**src/rtl/cosine_lut_arbiter.sv**
```systemverilog
// cosine_lut_arbiter
//   Shares a single read port of an internal cosine lookup table between
//   N_REQ requesters (TX carrier, RX I mixer, RX Q mixer) using round-robin
//   arbitration. Each request may ask for cos(index) or sin(index); sine is
//   served from the same table via a quarter-period index offset.
//   One lookup per cycle, response registered one cycle after the handshake.
//
//   Table contents: entry i = round(cos(2*pi*i/P) * 2^(DATA_W-2)), i.e. signed
//   fixed point with DATA_W-2 fractional bits (unit amplitude fits exactly).
//
// Ports (cosine_lut_arbiter)
//   clk        in   1              clock, all logic on posedge
//   rst        in   1              synchronous active-high reset
//   req_valid  in   N_REQ          request pending per requester
//   req_ready  out  N_REQ          one-hot (or zero) grant, forced 0 during rst
//   req_addr   in   N_REQ*ADDR_W   phase index, requester i at [i*ADDR_W +: ADDR_W]
//   req_sin    in   N_REQ          1 = sin(index), 0 = cos(index)
//   rsp_valid  out  1              one strobe per accepted request
//   rsp_id     out  ID_W           requester the response belongs to
//   rsp_data   out  DATA_W         table sample, 0 for out-of-range index
//   rsp_err    out  1              accepted index was >= P

// Cosine table with READ_PORTS registered read ports (1-cycle latency).
// Ports: clk, rst (sync, clears read registers), rd_en, rd_addr, rd_data.
module cosine_lut #(
  parameter int P          = 48,
  parameter int ADDR_W     = $clog2(P),
  parameter int DATA_W     = 32,
  parameter int READ_PORTS = 1
) (
  input  logic                           clk,
  input  logic                           rst,
  input  logic [READ_PORTS-1:0]          rd_en,
  input  logic [READ_PORTS*ADDR_W-1:0]   rd_addr,
  output logic [READ_PORTS*DATA_W-1:0]   rd_data
);

  function automatic logic [DATA_W-1:0] cos_sample(input int unsigned i);
    real    ang;
    real    scaled;
    longint v;
    ang    = 6.283185307179586 * real'(i) / real'(P);
    scaled = $cos(ang) * (2.0 ** (DATA_W - 2));
    v      = longint'(scaled);
    return DATA_W'(v);
  endfunction

  logic [DATA_W-1:0] rom [P];

  for (genvar gi = 0; gi < P; gi++) begin : g_rom
    assign rom[gi] = cos_sample(gi);
  end

  for (genvar gp = 0; gp < READ_PORTS; gp++) begin : g_port
    logic [DATA_W-1:0] data_q;

    always_ff @(posedge clk) begin
      if (rst) begin
        data_q <= '0;
      end else if (rd_en[gp]) begin
        data_q <= rom[rd_addr[gp*ADDR_W +: ADDR_W]];
      end
    end

    assign rd_data[gp*DATA_W +: DATA_W] = data_q;
  end

endmodule

module cosine_lut_arbiter #(
  parameter int N_REQ  = 3,
  parameter int P      = 48,
  parameter int ADDR_W = $clog2(P),
  parameter int DATA_W = 32,
  parameter int ID_W   = $clog2(N_REQ)
) (
  input  logic                      clk,
  input  logic                      rst,
  input  logic [N_REQ-1:0]          req_valid,
  output logic [N_REQ-1:0]          req_ready,
  input  logic [N_REQ*ADDR_W-1:0]   req_addr,
  input  logic [N_REQ-1:0]          req_sin,
  output logic                      rsp_valid,
  output logic [ID_W-1:0]           rsp_id,
  output logic [DATA_W-1:0]         rsp_data,
  output logic                      rsp_err
);

  localparam logic [ADDR_W:0] P_EXT      = (ADDR_W+1)'(P);
  localparam logic [ADDR_W:0] SIN_OFFSET = (ADDR_W+1)'(3 * P / 4);

  logic [ID_W-1:0]   last_grant_q, last_grant_d;
  logic [N_REQ-1:0]  gnt;
  logic [ID_W-1:0]   gnt_id;
  logic              found;
  logic              hs;

  logic [ADDR_W-1:0] sel_addr;
  logic              sel_sin;
  logic [ADDR_W:0]   sin_sum;
  logic [ADDR_W-1:0] idx;
  logic              bad;
  logic              lut_en;
  logic [DATA_W-1:0] lut_data;

  logic              rsp_valid_q, rsp_valid_d;
  logic [ID_W-1:0]   rsp_id_q, rsp_id_d;
  logic              rsp_err_q, rsp_err_d;
  logic              zero_q, zero_d;

  // Round-robin search starting one past the last granted requester.
  always_comb begin
    gnt    = '0;
    gnt_id = '0;
    found  = 1'b0;
    for (int unsigned k = 0; k < N_REQ; k++) begin
      int unsigned cand;
      cand = (32'(last_grant_q) + 1 + k) % N_REQ;
      if (!found && req_valid[ID_W'(cand)]) begin
        found            = 1'b1;
        gnt_id           = ID_W'(cand);
        gnt[ID_W'(cand)] = 1'b1;
      end
    end
  end

  assign req_ready = rst ? '0 : gnt;
  assign hs        = found & ~rst;

  // Sine via quarter-period shift: sin(x) = cos(x - P/4) = cos(x + 3P/4 mod P).
  always_comb begin
    sel_addr = req_addr[gnt_id*ADDR_W +: ADDR_W];
    sel_sin  = req_sin[gnt_id];
    sin_sum  = {1'b0, sel_addr} + SIN_OFFSET;
    if (sin_sum >= P_EXT) begin
      sin_sum = sin_sum - P_EXT;
    end
    idx = sel_sin ? sin_sum[ADDR_W-1:0] : sel_addr;
    bad = ({1'b0, sel_addr} >= P_EXT);
  end

  // Out-of-range indices never reach the table; the response is zeroed instead.
  assign lut_en = hs & ~bad;

  cosine_lut #(
    .P          (P),
    .ADDR_W     (ADDR_W),
    .DATA_W     (DATA_W),
    .READ_PORTS (1)
  ) u_lut (
    .clk     (clk),
    .rst     (rst),
    .rd_en   (lut_en),
    .rd_addr (idx),
    .rd_data (lut_data)
  );

  always_comb begin
    last_grant_d = last_grant_q;
    rsp_id_d     = rsp_id_q;
    zero_d       = zero_q;
    rsp_valid_d  = hs;
    rsp_err_d    = hs & bad;
    if (hs) begin
      last_grant_d = gnt_id;
      rsp_id_d     = gnt_id;
      zero_d       = bad;
    end
  end

  always_ff @(posedge clk) begin
    if (rst) begin
      last_grant_q <= ID_W'(N_REQ - 1);
      rsp_valid_q  <= 1'b0;
      rsp_id_q     <= '0;
      rsp_err_q    <= 1'b0;
      zero_q       <= 1'b0;
    end else begin
      last_grant_q <= last_grant_d;
      rsp_valid_q  <= rsp_valid_d;
      rsp_id_q     <= rsp_id_d;
      rsp_err_q    <= rsp_err_d;
      zero_q       <= zero_d;
    end
  end

  // The table read register holds on idle cycles, and zero_q only changes on
  // a handshake, so rsp_data keeps its last value while rsp_valid is low.
  assign rsp_valid = rsp_valid_q;
  assign rsp_id    = rsp_id_q;
  assign rsp_err   = rsp_err_q;
  assign rsp_data  = zero_q ? '0 : lut_data;

endmodule

```
**config.mk**
```make
export PLATFORM = sky130hd
export DESIGN_NAME = cosine_lut_arbiter
export DESIGN_NICKNAME = d
export VERILOG_FILES = /design/src/rtl/cosine_lut_arbiter.sv
export SDC_FILE = /design/constraint.sdc
export NUM_CORES = 1
export LEC_CHECK = 0
export ABC_AREA = 0
export CAP_MARGIN = 20
export CELL_PAD_IN_SITES_DETAIL_PLACEMENT = 0
export CELL_PAD_IN_SITES_GLOBAL_PLACEMENT = 1
export CORE_AREA = 4 4 98 123
export CTS_CLUSTER_DIAMETER = 50
export CTS_CLUSTER_SIZE = 12
export DETAILED_ROUTE_END_ITERATION = 8
export DIE_AREA = 0 0 102 127
export GPL_TIMING_DRIVEN = 0
export PLACE_DENSITY_LB_ADDON = 0.1
export SYNTH_ARGS = -nofsm -noshare
export SYNTH_HDL_FRONTEND = slang
export SYNTH_SLANG_ARGS = --single-unit
```
**constraint.sdc**
```tcl
create_clock -name clk -period 5.43 [get_ports clk]
set_clock_uncertainty 0.2 [all_clocks]
set_input_delay 1.086 -clock clk [delete_from_list [all_inputs] [get_ports clk]]
set_output_delay 1.086 -clock clk [all_outputs]
set_load 0.01 [all_outputs]
```
==> run metrics <==
outcome finished clean; Starting Density 0.398; post-DP HPWL 16,100 um; Mapped Area between 4000 and 5000 um2; Post-synth top cells nand2_1, a21oi_1, nor2_1; Setup CP Type in2reg; drt first pass iters 5; Seq/Total Area, Yosys 0.174; most common cell in the synthesized netlist nand2_1; routability cong. 1.02; Fin Setup TNS 0 ns; Total Routing Usage GR 0.331; # nets final approximately 700; CP Capture Type register; drt drc 0; Slew Limit Fails 0; Die Y 127 um; die footprint around 13,000 um2; Root Driver clkbuf_16; # rows 43; R2R depth 22; #FFs+latches synth 38; Routed WL per cell approximately 28 um; FF-to-FF End u_lut.rd_data[2]; layout cell share with drive strength beyond 1 0.164; Die W 102 um; ANT cells 0; fmax 190 MHz; Post-Syn Instances 583; first-pass GRT wire length 32,300 um; footprint of the multi-input gates 3470 um2; largest net degree at the start of global routing 15; Avg Cell Area, Syn 7.50 um2; Hold Path Origin u_lut.rd_data[18]; Max clock buf depth 2; DRT iter0 DRCs just over 600; Final ANT Viol Nets 0; Synth cell types 93; Via Count 5,497; Post-synth EDFFs 0; IO Count 65; Syn Nets 630; RSZ-0062 raised after global routing no; Synth-to-Final Area Change 31.5%; max cap viols 0; FF-to-FF setup slack 0.26 ns; vias in the first global route 5,344; startpoint types input port; core area ~11,000 um2; Hold Crit Endpoint u_lut.rd_data[18]; Crit Path Max Fanout 10; post-synth top area share 0.174; hold depth 2; YS warnings 0; hold_buf cts 0; ys async rst share 0; sequential cell area 761 um2; global route overflow 0; # fillers 1,118; Vias/cell 6.81; setup violators final 0; Clock transition at path regs 0.06 ns; synth top area cells dfxtp_1, ha_1, nand2_1, nor2b_1, a21oi_1; worst skew pair latency 0.28 ns; final worst path period share 0.970; worst path arrival time 5.23 ns; Final Hold Fails 0; HP Class reg2reg; Inserted Clock Buffers 5; post-synth top area cell dfxtp_1; htree depth 2; Post-synth top flop dfxtp_1; Area after DPL about 5200 um2; Final Cell Area between 5000 and 6000 um2; Worst-Margin Slew 0.946 ns; Sink Count 38; Total Routed Length roughly 22,000 um; launch point of the worst reg-to-reg path last_grant_q[0]; TritonCTS clock tree built; final worst path period need approximately 5.3 ns; initial antenna violation count 0; relative slew slack 0.364; number of buffers added on ports 63; Crit path required time 5.39 ns
critical path, stage by stage:
cell and delay (ns):
dlygate4sd2_1 0.30, mux2i_1 0.24, o21ai_2 0.11, buf_4 0.14, o21ai_2 0.30, nand3_1 0.13, a31o_1 0.23, buf_4 0.17
inv_2 0.14, nand2_2 0.13, nor2_1 0.15, xnor2_1 0.08, ha_1 0.20, and3_1 0.22, or2_1 0.22, buf_2 0.17
o311ai_4 0.31, buf_12 0.17, nand2_2 0.10, buf_4 0.24, a311oi_2 0.25, o21ai_0 0.14
sequential cells by signal, indices dropped and copies added (netlist names):
register,flops
u_lut.rd_data,32
last_grant_q,2
rsp_err,1
rsp_id,1
rsp_valid,1
zero_q,1
how the worst max path moves through the flow:
stage | startpoint | to | slack, ns
detailed placement | req_valid[0] | u_lut.rd_data[29] | -1.32
global route | req_valid[0] | u_lut.rd_data[2] | 0.009
floorplan | req_valid[1] | u_lut.rd_data[25] | 0.60
finish | req_valid[0] | u_lut.rd_data[2] | 0.16
CTS | req_valid[1] | u_lut.rd_data[2] | 0.002
global placement | req_valid[0] | u_lut.rd_data[29] | -1.40
area by class of cell:
cell class | count | share of cell area
clock buffer | 6 | 0.0242
inverter | 18 | 0.0118
buffer | 50 | 0.0468
sequential | 38 | 0.132
timing repair buffer | 82 | 0.142
clock inverter | 2 | 0.0104
multi-input combinational | 476 | 0.603
tap | 135 | 0.0294
timing repair:
action / in CTS / in global routing
resized for setup: 33 / 15
setup endpoints to repair: 32 / 32
pin swaps: 6 / 7
buffers inserted: 12 / 7
metrics by stage:
stage | hold WS [ns] | worst slack, ns | std cells | util
after global routing | 0.278 | 0.00923 | 807 | 0.524
after detailed placement | 0.231 | -1.32 | 781 | 0.471
after CTS | 0.250 | 0.00164 | 800 | 0.516
final | 0.249 | 0.164 | 807 | 0.524
after global placement | 0.238 | -1.40 | 781 | 0.471
after floorplan | 0.217 | 0.600 | 583 | -
placed cells by master, fill, tap and decap left out, drive strengths merged, types with 5 or more instances in the layout:
| master | instances |
|---|---|
| a211oi | 15 |
| a21oi | 43 |
| a221o | 7 |
| a22oi | 9 |
| a311oi | 8 |
| a31o | 5 |
| a31oi | 9 |
| a32o | 7 |
| a32oi | 5 |
| buf | 40 |
| clkbuf | 35 |
| clkdlybuf4s50 | 60 |
| dfxtp | 38 |
| ha | 21 |
| inv | 16 |
| mux2i | 8 |
| nand2 | 62 |
| nand3 | 27 |
| nand3b | 5 |
| nor2 | 42 |
| nor2b | 35 |
| nor3 | 9 |
| nor4 | 5 |
| o211ai | 12 |
| o21ai | 39 |
| o221ai | 6 |
| o311a | 5 |
| o311ai | 5 |
| o31ai | 12 |
| xnor2 | 5 |
metal layers:
layer | vias to the layer above | share of wire | global-route usage
met5 | - | 0 | 0
met3 | 104 | 0.090 | 0.0634
met2 | 368 | 0.47 | 0.549
met4 | 0 | 0.068 | 0.201
li1 | 2409 | - | -
met1 | 2616 | 0.37 | 0.388
cells by family after synthesis:
| group | share of synthesized area |
|---|---|
| AOI/OAI and AO/OA | 0.406 |
| muxes | 0.0352 |
| and+or+nand+nor | 0.235 |
| xor gates and xnor gates | 0.0160 |
| DFF | 0.174 |
| adders and majority gates | 0.0601 |
| buffers and inverters | 0.0733 |
Power is left out: the tool's default activity adds up to more than one toggle a clock period on the data nets, which glitch-free logic cannot reach.
